==> config.mk <==
export PLATFORM = sky130hd
export DESIGN_NAME = alu_share_arbiter
export DESIGN_NICKNAME = d
export VERILOG_FILES = /design/src/rtl/alu_share_arbiter.sv
export SDC_FILE = /design/constraint.sdc
export NUM_CORES = 1
export LEC_CHECK = 0
export CAP_MARGIN = 25
export CELL_PAD_IN_SITES_DETAIL_PLACEMENT = 0
export CELL_PAD_IN_SITES_GLOBAL_PLACEMENT = 1
export CORE_UTILIZATION = 39
export DETAILED_ROUTE_END_ITERATION = 10
export PLACE_DENSITY = 0.89
export SLEW_MARGIN = 40
export SYNTH_ARGS = -nofsm -noshare
export SYNTH_HDL_FRONTEND = slang
export SYNTH_SLANG_ARGS = --single-unit
==> constraint.sdc <==
create_clock -name clk -period 6.44 [get_ports clk]
set_input_delay 0.966 -clock clk [delete_from_list [all_inputs] [get_ports clk]]
set_output_delay 0.966 -clock clk [all_outputs]
set_load 0.05 [all_outputs]
==> src/rtl/alu_share_arbiter.sv <==
// Round-robin arbiter sharing one registered add/sub/and/xor ALU among NUM_REQ requesters.
// Optional condition-code generation is enabled by defining ALU_CC_EN.
module alu_share_arbiter #(
    parameter int W       = 64,
    parameter int NUM_REQ = 2,
    parameter int IDW     = 2
) (
    input  logic                   clk,
    input  logic                   rst_n,
    input  logic [NUM_REQ-1:0]     req_valid,
    output logic [NUM_REQ-1:0]     req_ready,
    input  logic [2*NUM_REQ-1:0]   req_op,
    input  logic [W*NUM_REQ-1:0]   req_a,
    input  logic [W*NUM_REQ-1:0]   req_b,
    output logic                   rsp_valid,
    input  logic                   rsp_ready,
    output logic [IDW-1:0]         rsp_id,
    output logic [W-1:0]           rsp_data,
    output logic [2:0]             rsp_cc,
    output logic                   busy
);

    typedef enum logic [1:0] {IDLE, EXEC, RESP} state_t;

    state_t         state_q, state_d;
    logic [IDW-1:0] rr_ptr_q, rr_ptr_d;
    logic [IDW-1:0] owner_q, owner_d;
    logic [IDW-1:0] rsp_id_q, rsp_id_d;
    logic [1:0]     op_q, op_d;
    logic [W-1:0]   a_q, a_d;
    logic [W-1:0]   b_q, b_d;
    logic [W-1:0]   rsp_data_q, rsp_data_d;
    logic [2:0]     rsp_cc_q, rsp_cc_d;

    logic [1:0]     op_arr [NUM_REQ];
    logic [W-1:0]   a_arr  [NUM_REQ];
    logic [W-1:0]   b_arr  [NUM_REQ];

    logic           grant_found;
    logic [IDW-1:0] grant_idx;
    logic [IDW-1:0] cand;
    logic [W-1:0]   alu_r;
    logic [2:0]     cc_calc;

    genvar gi;
    generate
        for (gi = 0; gi < NUM_REQ; gi++) begin : g_req
            assign op_arr[gi]    = req_op[2*gi +: 2];
            assign a_arr[gi]     = req_a[W*gi +: W];
            assign b_arr[gi]     = req_b[W*gi +: W];
            // Gated by rst_n so nothing is accepted while reset is held.
            assign req_ready[gi] = rst_n && (state_q == IDLE) && grant_found &&
                                   (grant_idx == IDW'(gi));
        end
    endgenerate

    // Scan starting one past the last winner, wrapping at NUM_REQ.
    always_comb begin
        grant_found = 1'b0;
        grant_idx   = '0;
        cand        = rr_ptr_q;
        for (int k = 0; k < NUM_REQ; k++) begin
            cand = (cand == IDW'(NUM_REQ - 1)) ? '0 : cand + IDW'(1);
            for (int i = 0; i < NUM_REQ; i++) begin
                if (!grant_found && cand == IDW'(i) && req_valid[i]) begin
                    grant_found = 1'b1;
                    grant_idx   = cand;
                end
            end
        end
    end

    always_comb begin
        alu_r = a_q + b_q;
        case (op_q)
            2'd0:    alu_r = a_q + b_q;
            2'd1:    alu_r = a_q - b_q;
            2'd2:    alu_r = a_q & b_q;
            default: alu_r = a_q ^ b_q;
        endcase
    end

`ifdef ALU_CC_EN
    logic of_flag;
    always_comb begin
        of_flag = 1'b0;
        case (op_q)
            2'd0:    of_flag = (a_q[W-1] == b_q[W-1]) && (alu_r[W-1] != a_q[W-1]);
            2'd1:    of_flag = (a_q[W-1] != b_q[W-1]) && (alu_r[W-1] != a_q[W-1]);
            default: of_flag = 1'b0;
        endcase
        cc_calc = {(alu_r == '0), alu_r[W-1], of_flag};
    end
`else
    assign cc_calc = 3'b000;
`endif

    always_comb begin
        state_d    = state_q;
        rr_ptr_d   = rr_ptr_q;
        owner_d    = owner_q;
        rsp_id_d   = rsp_id_q;
        op_d       = op_q;
        a_d        = a_q;
        b_d        = b_q;
        rsp_data_d = rsp_data_q;
        rsp_cc_d   = rsp_cc_q;
        case (state_q)
            IDLE: begin
                if (grant_found) begin
                    for (int i = 0; i < NUM_REQ; i++) begin
                        if (grant_idx == IDW'(i)) begin
                            op_d = op_arr[i];
                            a_d  = a_arr[i];
                            b_d  = b_arr[i];
                        end
                    end
                    owner_d  = grant_idx;
                    rr_ptr_d = grant_idx;
                    state_d  = EXEC;
                end
            end
            EXEC: begin
                rsp_data_d = alu_r;
                rsp_cc_d   = cc_calc;
                rsp_id_d   = owner_q;
                state_d    = RESP;
            end
            RESP: begin
                if (rsp_ready) begin
                    state_d = IDLE;
                end
            end
            default: state_d = IDLE;
        endcase
    end

    always_ff @(posedge clk or negedge rst_n) begin
        if (!rst_n) begin
            state_q    <= IDLE;
            rr_ptr_q   <= IDW'(NUM_REQ - 1);
            owner_q    <= '0;
            rsp_id_q   <= '0;
            op_q       <= '0;
            a_q        <= '0;
            b_q        <= '0;
            rsp_data_q <= '0;
            rsp_cc_q   <= '0;
        end else begin
            state_q    <= state_d;
            rr_ptr_q   <= rr_ptr_d;
            owner_q    <= owner_d;
            rsp_id_q   <= rsp_id_d;
            op_q       <= op_d;
            a_q        <= a_d;
            b_q        <= b_d;
            rsp_data_q <= rsp_data_d;
            rsp_cc_q   <= rsp_cc_d;
        end
    end

    assign rsp_valid = (state_q == RESP);
    assign busy      = (state_q != IDLE);
    assign rsp_id    = rsp_id_q;
    assign rsp_data  = rsp_data_q;
    assign rsp_cc    = rsp_cc_q;

endmodule

==> impl_metrics.py, run 1 <==
metrics = {
    "critical_path": {
        "required_ns": 6.81,
        "max_stage_delay_ns": 0.56,
        "r2r_cells": 21,
        "cp_slowest_cell": "or4_4",
        "critPathBufInv": 1,
        "setup.worst_path.start_class": "flip-flop",
        "rr_endpoint": "rsp_data[53]",
        "path_max_fanout": 7,
        "r2r-start": "b_q[0]",
        "cp.arrival_ns": 6.48,
        "crit_chain": "inv_1 -> ha_1 -> or3b_2 -> or3_1 -> or2_4 -> or4_4 -> nor2_1 -> nand3b_1 -> o21ai_0 -> xor2_1 -> ha_1 -> a21oi_1 -> o21a_1 -> o21ai_0 -> o41ai_1 -> a31oi_1 -> a31oi_1 -> nor3_1 -> a21boi_0 -> xor2_1 -> o221ai_1",
        "regToRegSetupSlack_ns": 0.33,
        "critPathTopFamily": "simple AND/OR/NAND/NOR gates",
        "end_kind": "flip-flop",
        "crit_type": "reg2reg",
    },
    "placed_design": {
        "place.gp.congestion": 0.908,
        "port-buffer-count": 334,
        "dp_hpwl_mm": 37.6,
    },
    "sta": {
        "skew_ns": 0.0245,
        "fmax_mhz": 164,
        "slew_viol_final": 0,
        "finalHoldViolCount": 0,
        "grt_setup_unrepaired": "false",
        "fin_crit_ns": 6.11,
        "setup_tns_ns": 0,
        "period_share": 0.949,
        "setup_violations": 0,
        "worst_pin_slew_ns": 0.872,
        "slew_headroom": 0.415,
    },
    "clock_network": {
        "post_cts_buffers": 0,
        "numCtsBuffers": 24,
        "clockBufferDepth": 3,
        "post_cts_resized": 0,
        "cts_hold_buf": 0,
        "clk_pin_slew_ns": 0.06,
        "cts_root_buf": "clkbuf_16",
        "cts.sinks": 201,
        "cts_max_level": 1,
        "insertion_delay_ns": 0.54,
        "tritoncts": "built",
    },
    "die": {
        "start_util": 0.395,
        "die_width_um": 202,
        "dieArea_um2": 40900,
        "io-pin-count": 338,
        "core_um2": 39600,
        "die_h_um": 202,
        "rows": 73,
    },
    "finish": {
        "diodes": 0,
        "drive_gt1_frac": 0.0443,
        "layout_commonest_cell": "clkdlybuf4s50_1",
        "syn_to_final_growth_pct": 28.9,
        "final_nets": 2497,
        "fill_cells": 3799,
        "fin_util": 0.509,
        "layout_common_cells": "clkdlybuf4s50_1 (333), nand2_1 (299), o21ai_0 (267)",
    },
    "logic_synthesis": {
        "ys_warn_count": 0,
        "synth_area_leaders": "dfrtp_1 (32%), mux2i_1 (12%), ha_1 (10%), o21ai_0 (8.5%), nand2_1 (7.2%)",
        "syn_inst": 1837,
        "yosysTopAreaCellShare": 0.320,
        "async_reset_ff_frac": 1.00,
        "synth_top_flop_cell": "dfrtp_1",
        "syn_avg_cell_area_um2": 8.52,
        "synth_seq_area_share": 0.322,
        "netlist_area_um2": 15600,
        "synth_edf_count": 0,
        "synth_cell_types": 69,
        "synth-seq-cells": 201,
        "yosysTopAreaCell": "dfrtp_1",
    },
    "global_route": {
        "grt_pass1_wl_mm": 76.8,
        "grt-ovfl-total": 0,
        "grt_antenna_before_repair": 0,
        "grt_pass1_vias": 14100,
        "groute.usage.overall": 0.233,
        "grt_start_max_net_pins": 91,
    },
    "routing": {
        "remaining_drc_errors": 0,
        "ant_nets": 0,
        "drt_iter0_markers": 796,
        "firstDrtPassIters": 5,
        "viasPerCell": 5.39,
        "vias": 14300,
        "wirelength_mm": 48.1,
        "wl_per_cell_um": 18.2,
    },
    "status": {
        "status": "finished, final reports clean",
    },
    "flow_run": {
        "cap_violations": 0,
    },
    "min_path": {
        "hold_class": "in2async",
    },
}
## cells in the mapped netlist (all sizes together), types with 7 or more instances
cell,number
nand4,18
a21o,24
or4,7
a31oi,14
o31ai,12
inv,28
dfrtp,200
a21oi,113
nor2,77
nand3,21
o221ai,9
mux2i,183
o211ai,11
nor4,9
nor3,22
a211oi,10
a21boi,8
o21bai,11
o41ai,7
or3,8
and3,16
clkbuf,90
nor2b,8
and2,7
xnor2,53
nand2b,15
buf,24
o21ai,268
ha,128
mux2,20
nand2,301
o21a,11
xor2,66
## worst register-to-register path: cells and delay by family (launching register included)
| kind | cells | cell delay [ns] |
|---|---|---|
| fa+ha+maj | 2 | 0.50 |
| flops | 1 | 0.43 |
| simple gates | 7 | 2.34 |
| compound gates | 9 | 2.24 |
| buf+inv | 1 | 0.09 |
| xor+xnor | 2 | 0.34 |
## cells by family (layout without fill, tap and decap cells)
kind of cell | Yosys count | in the layout | synth area share
compound gates | 522 | 522 | 0.193
simple gates | 520 | 520 | 0.148
mux | 203 | 203 | 0.131
flops | 201 | 201 | 0.322
buf+inv | 142 | 424 | 0.0353
fa+ha+maj | 129 | 129 | 0.104
xor+xnor | 119 | 119 | 0.0666
other cells | 1 | 3 | 0.000240
## worst max-delay path by stage
stage	startpoint	endpoint	slack (ns)	depth (start not counted)
floorplan	b_q[0]	rsp_data[63]	1.04	23
global placement	b_q[0]	rsp_data[63]	0.51	21
detailed placement	b_q[0]	rsp_data[63]	0.40	21
CTS	b_q[0]	rsp_data[63]	0.38	21
global route	b_q[0]	rsp_data[53]	0.07	21
finish	b_q[0]	rsp_data[53]	0.33	21
## metrics by stage
| step | setup WS (ns) | std cells | cell area (µm²) | hold WS, ns |
|---|---|---|---|---|
| floorplan | 1.04 | 1839 | 15700 | 0.439 |
| global placement | 0.507 | 2602 | 19400 | 0.460 |
| detailed placement | 0.397 | 2602 | 19400 | 0.461 |
| CTS | 0.383 | 2646 | 20200 | 0.425 |
| global route | 0.0741 | 2646 | 20200 | 0.435 |
| finish | 0.329 | 2646 | 20200 | 0.400 |
## flip-flops by register name, summed over array words and instances (netlist names)
| register | cells |
|---|---|
| a_q | 64 |
| b_q | 64 |
| rsp_data | 64 |
| op_q | 2 |
| rr_ptr_q | 2 |
| rsp_id | 2 |
| state_q | 2 |
| owner_q | 1 |
## routing by layer
| layer | global-route usage | part of all wire | up-vias |
|---|---|---|---|
| met2 | 0.385 | 0.46 | 376 |
| met3 | 0.0384 | 0.052 | 40 |
| met1 | 0.321 | 0.47 | 6719 |
| li1 | - | - | 7115 |
| met4 | 0.0427 | 0.015 | 0 |
| met5 | 0 | 0 | - |
## layout make-up
| class | count | area (µm²) | area share |
|---|---|---|---|
| Clock buffer | 39 | 698 | 0.0346 |
| Tap cell | 525 | 657 | 0.0326 |
| Inverter | 28 | 105 | 0.00521 |
| Multi-Input combinational cell | 1496 | 10100 | 0.501 |
| Timing Repair Buffer | 352 | 3490 | 0.173 |
| Sequential cell | 201 | 5040 | 0.250 |
| Clock inverter | 5 | 75.1 | 0.00372 |
Power of run 1 is not shown: default switching activity piles up to over one toggle a cycle in this logic, so the estimate is an artifact.
==> run 2, diff against run 1 <==
SETUP_SLACK_MARGIN = 0.15   (was default)
==> run 2 against run 1 <==
Cell count unchanged. Register-to-register slack improved by 0.17 ns. Cell area increased by 0.11%. Critical path depth decreased by 1. Sequential share of layout area about the same. Fmax increased by 2.8%. First-iteration DRC count decreased by 0.38%. Utilization increased by 0.057 points. Clock skew decreased by 0.0018 ns. Clock-buffer cell count unchanged. Critical path type unchanged.
==> impl_metrics.py, run 2 (synthesis results as in run 1) <==
metrics = {
    "status": {
        "status": "finished, final reports clean",
    },
    "die": {
        "rows": 73,
        "die_width_um": 202,
        "io-pin-count": 338,
        "die_h_um": 202,
        "core_um2": 39600,
        "start_util": 0.395,
        "dieArea_um2": 40900,
    },
    "routing": {
        "remaining_drc_errors": 0,
        "vias": 14300,
        "firstDrtPassIters": 5,
        "drt_iter0_markers": 793,
        "wl_per_cell_um": 18.2,
        "viasPerCell": 5.39,
        "ant_nets": 0,
        "top_layer": "met4",
        "dr_wl_met3_mm": 2.66,
        "routedLengthMet1_mm": 22.5,
        "wirelength_mm": 48.1,
        "met2WireLength_mm": 22.3,
    },
    "clock_network": {
        "post_cts_buffers": 0,
        "cts_max_level": 1,
        "post_cts_resized": 0,
        "cts.sinks": 201,
        "insertion_delay_ns": 0.54,
        "clk_pin_slew_ns": 0.06,
        "tritoncts": "built",
        "numCtsBuffers": 24,
        "cts_root_buf": "clkbuf_16",
        "clockBufferDepth": 3,
        "cts_hold_buf": 0,
    },
    "critical_path": {
        "regToRegSetupSlack_ns": 0.50,
        "rr_endpoint": "rsp_data[62]",
        "cp_slowest_cell": "or4_4",
        "crit_top_cell": "nor2_1",
        "cp.arrival_ns": 6.32,
        "required_ns": 6.82,
        "path_max_fanout": 8,
        "setup.worst_path.start_class": "flip-flop",
        "crit_chain": "inv_1 -> ha_1 -> or3b_2 -> or3_1 -> or2_4 -> or4_4 -> nor2_1 -> nor2_1 -> xnor2_1 -> ha_1 -> nand2_1 -> o21ai_0 -> a2111oi_0 -> o21ai_0 -> nor2_1 -> a21oi_1 -> a31oi_2 -> o31ai_1 -> xnor2_1 -> o221ai_1",
        "r2r-start": "b_q[0]",
        "crit_type": "reg2reg",
        "max_stage_delay_ns": 0.56,
        "end_kind": "flip-flop",
        "r2r_cells": 20,
    },
    "sta": {
        "slew_viol_final": 0,
        "fin_crit_ns": 5.94,
        "hold_ws_ns": 0.399,
        "slew_headroom": 0.412,
        "worst_pin_slew_ns": 0.876,
        "setup_violations": 0,
        "grt_setup_unrepaired": "false",
        "period_share": 0.923,
        "fmax_mhz": 168,
        "finalHoldViolCount": 0,
        "skew_ns": 0.0227,
        "setup_tns_ns": 0,
    },
    "finish": {
        "layout_commonest_cell": "clkdlybuf4s50_1",
        "layout_common_cells": "clkdlybuf4s50_1 (333), nand2_1 (299), o21ai_0 (267)",
        "drive_gt1_frac": 0.0462,
        "diodes": 0,
        "syn_to_final_growth_pct": 29.1,
        "fill_cells": 3801,
        "fin_area_um2": 20200,
        "final_nets": 2497,
        "final_cells": 2646,
    },
    "placed_design": {
        "place_inst": 2602,
        "place.gp.congestion": 0.908,
        "port-buffer-count": 334,
        "dp_hpwl_mm": 37.6,
        "placedInstanceArea_um2": 19400,
    },
    "global_route": {
        "groute.usage.overall": 0.233,
        "grt_pass1_wl_mm": 76.8,
        "grt_antenna_before_repair": 0,
        "grt_start_max_net_pins": 91,
        "grt-ovfl-total": 0,
        "grt_pass1_vias": 14100,
    },
    "min_path": {
        "hold_class": "in2async",
    },
    "flow_run": {
        "cap_violations": 0,
    },
}
==> run 2: changes by cell type in the layout (fill, tap and decap cells not counted) <==
cell	before	now
o21bai_2	0	1
a31oi_1	13	12
o41ai_2	0	1
a31oi_2	0	1
o41ai_1	7	6
nor3_2	1	2
nor3_1	21	20
o21bai_1	11	10
==> run 2: worst max path at each step <==
stage          cells after the start   start           end  slack, ns
2_1_floorplan                     23  b_q[0]  rsp_data[63]       1.04
3_3_place_gp                      21  b_q[0]  rsp_data[63]       0.51
3_5_place_dp                      21  b_q[0]  rsp_data[63]       0.40
4_1_cts                           21  b_q[0]  rsp_data[63]       0.38
5_1_grt                           21  b_q[0]  rsp_data[62]       0.20
6_report                          20  b_q[0]  rsp_data[62]       0.50
==> run 2: final cells by class <==
class	count	area, µm²	share of cell area
flip-flops and latches	201	5040	0.250
clock buffers	39	698	0.0346
clock inverters	5	75.1	0.00372
well taps	525	657	0.0325
repair buffers	352	3490	0.173
multi-input cells	1496	10100	0.501
inverters	28	105	0.00520
==> run 2: critical path, delay by kind of cell (launching register included) <==
| kind | cells | cell delay, ns |
|---|---|---|
| compound gates | 7 | 2.02 |
| xor+xnor | 2 | 0.30 |
| fa+ha+maj | 2 | 0.60 |
| buf+inv | 1 | 0.09 |
| flops | 1 | 0.43 |
| simple gates | 8 | 2.34 |
==> run 2: routing by layer <==
metal | GRT usage | vias to the layer above
met5 | 0 | -
met4 | 0.0427 | 0
met3 | 0.0384 | 41
met2 | 0.385 | 386
met1 | 0.321 | 6738
li1 | - | 7108
==> run 2: through the flow <==
step | utilization | worst slack [ns]
after detailed placement | 0.489 | 0.397
after floorplan | - | 1.04
after global placement | 0.489 | 0.507
after CTS | 0.509 | 0.383
final | 0.509 | 0.497
after global routing | 0.509 | 0.198
Power of run 2 is left out for the same reason.
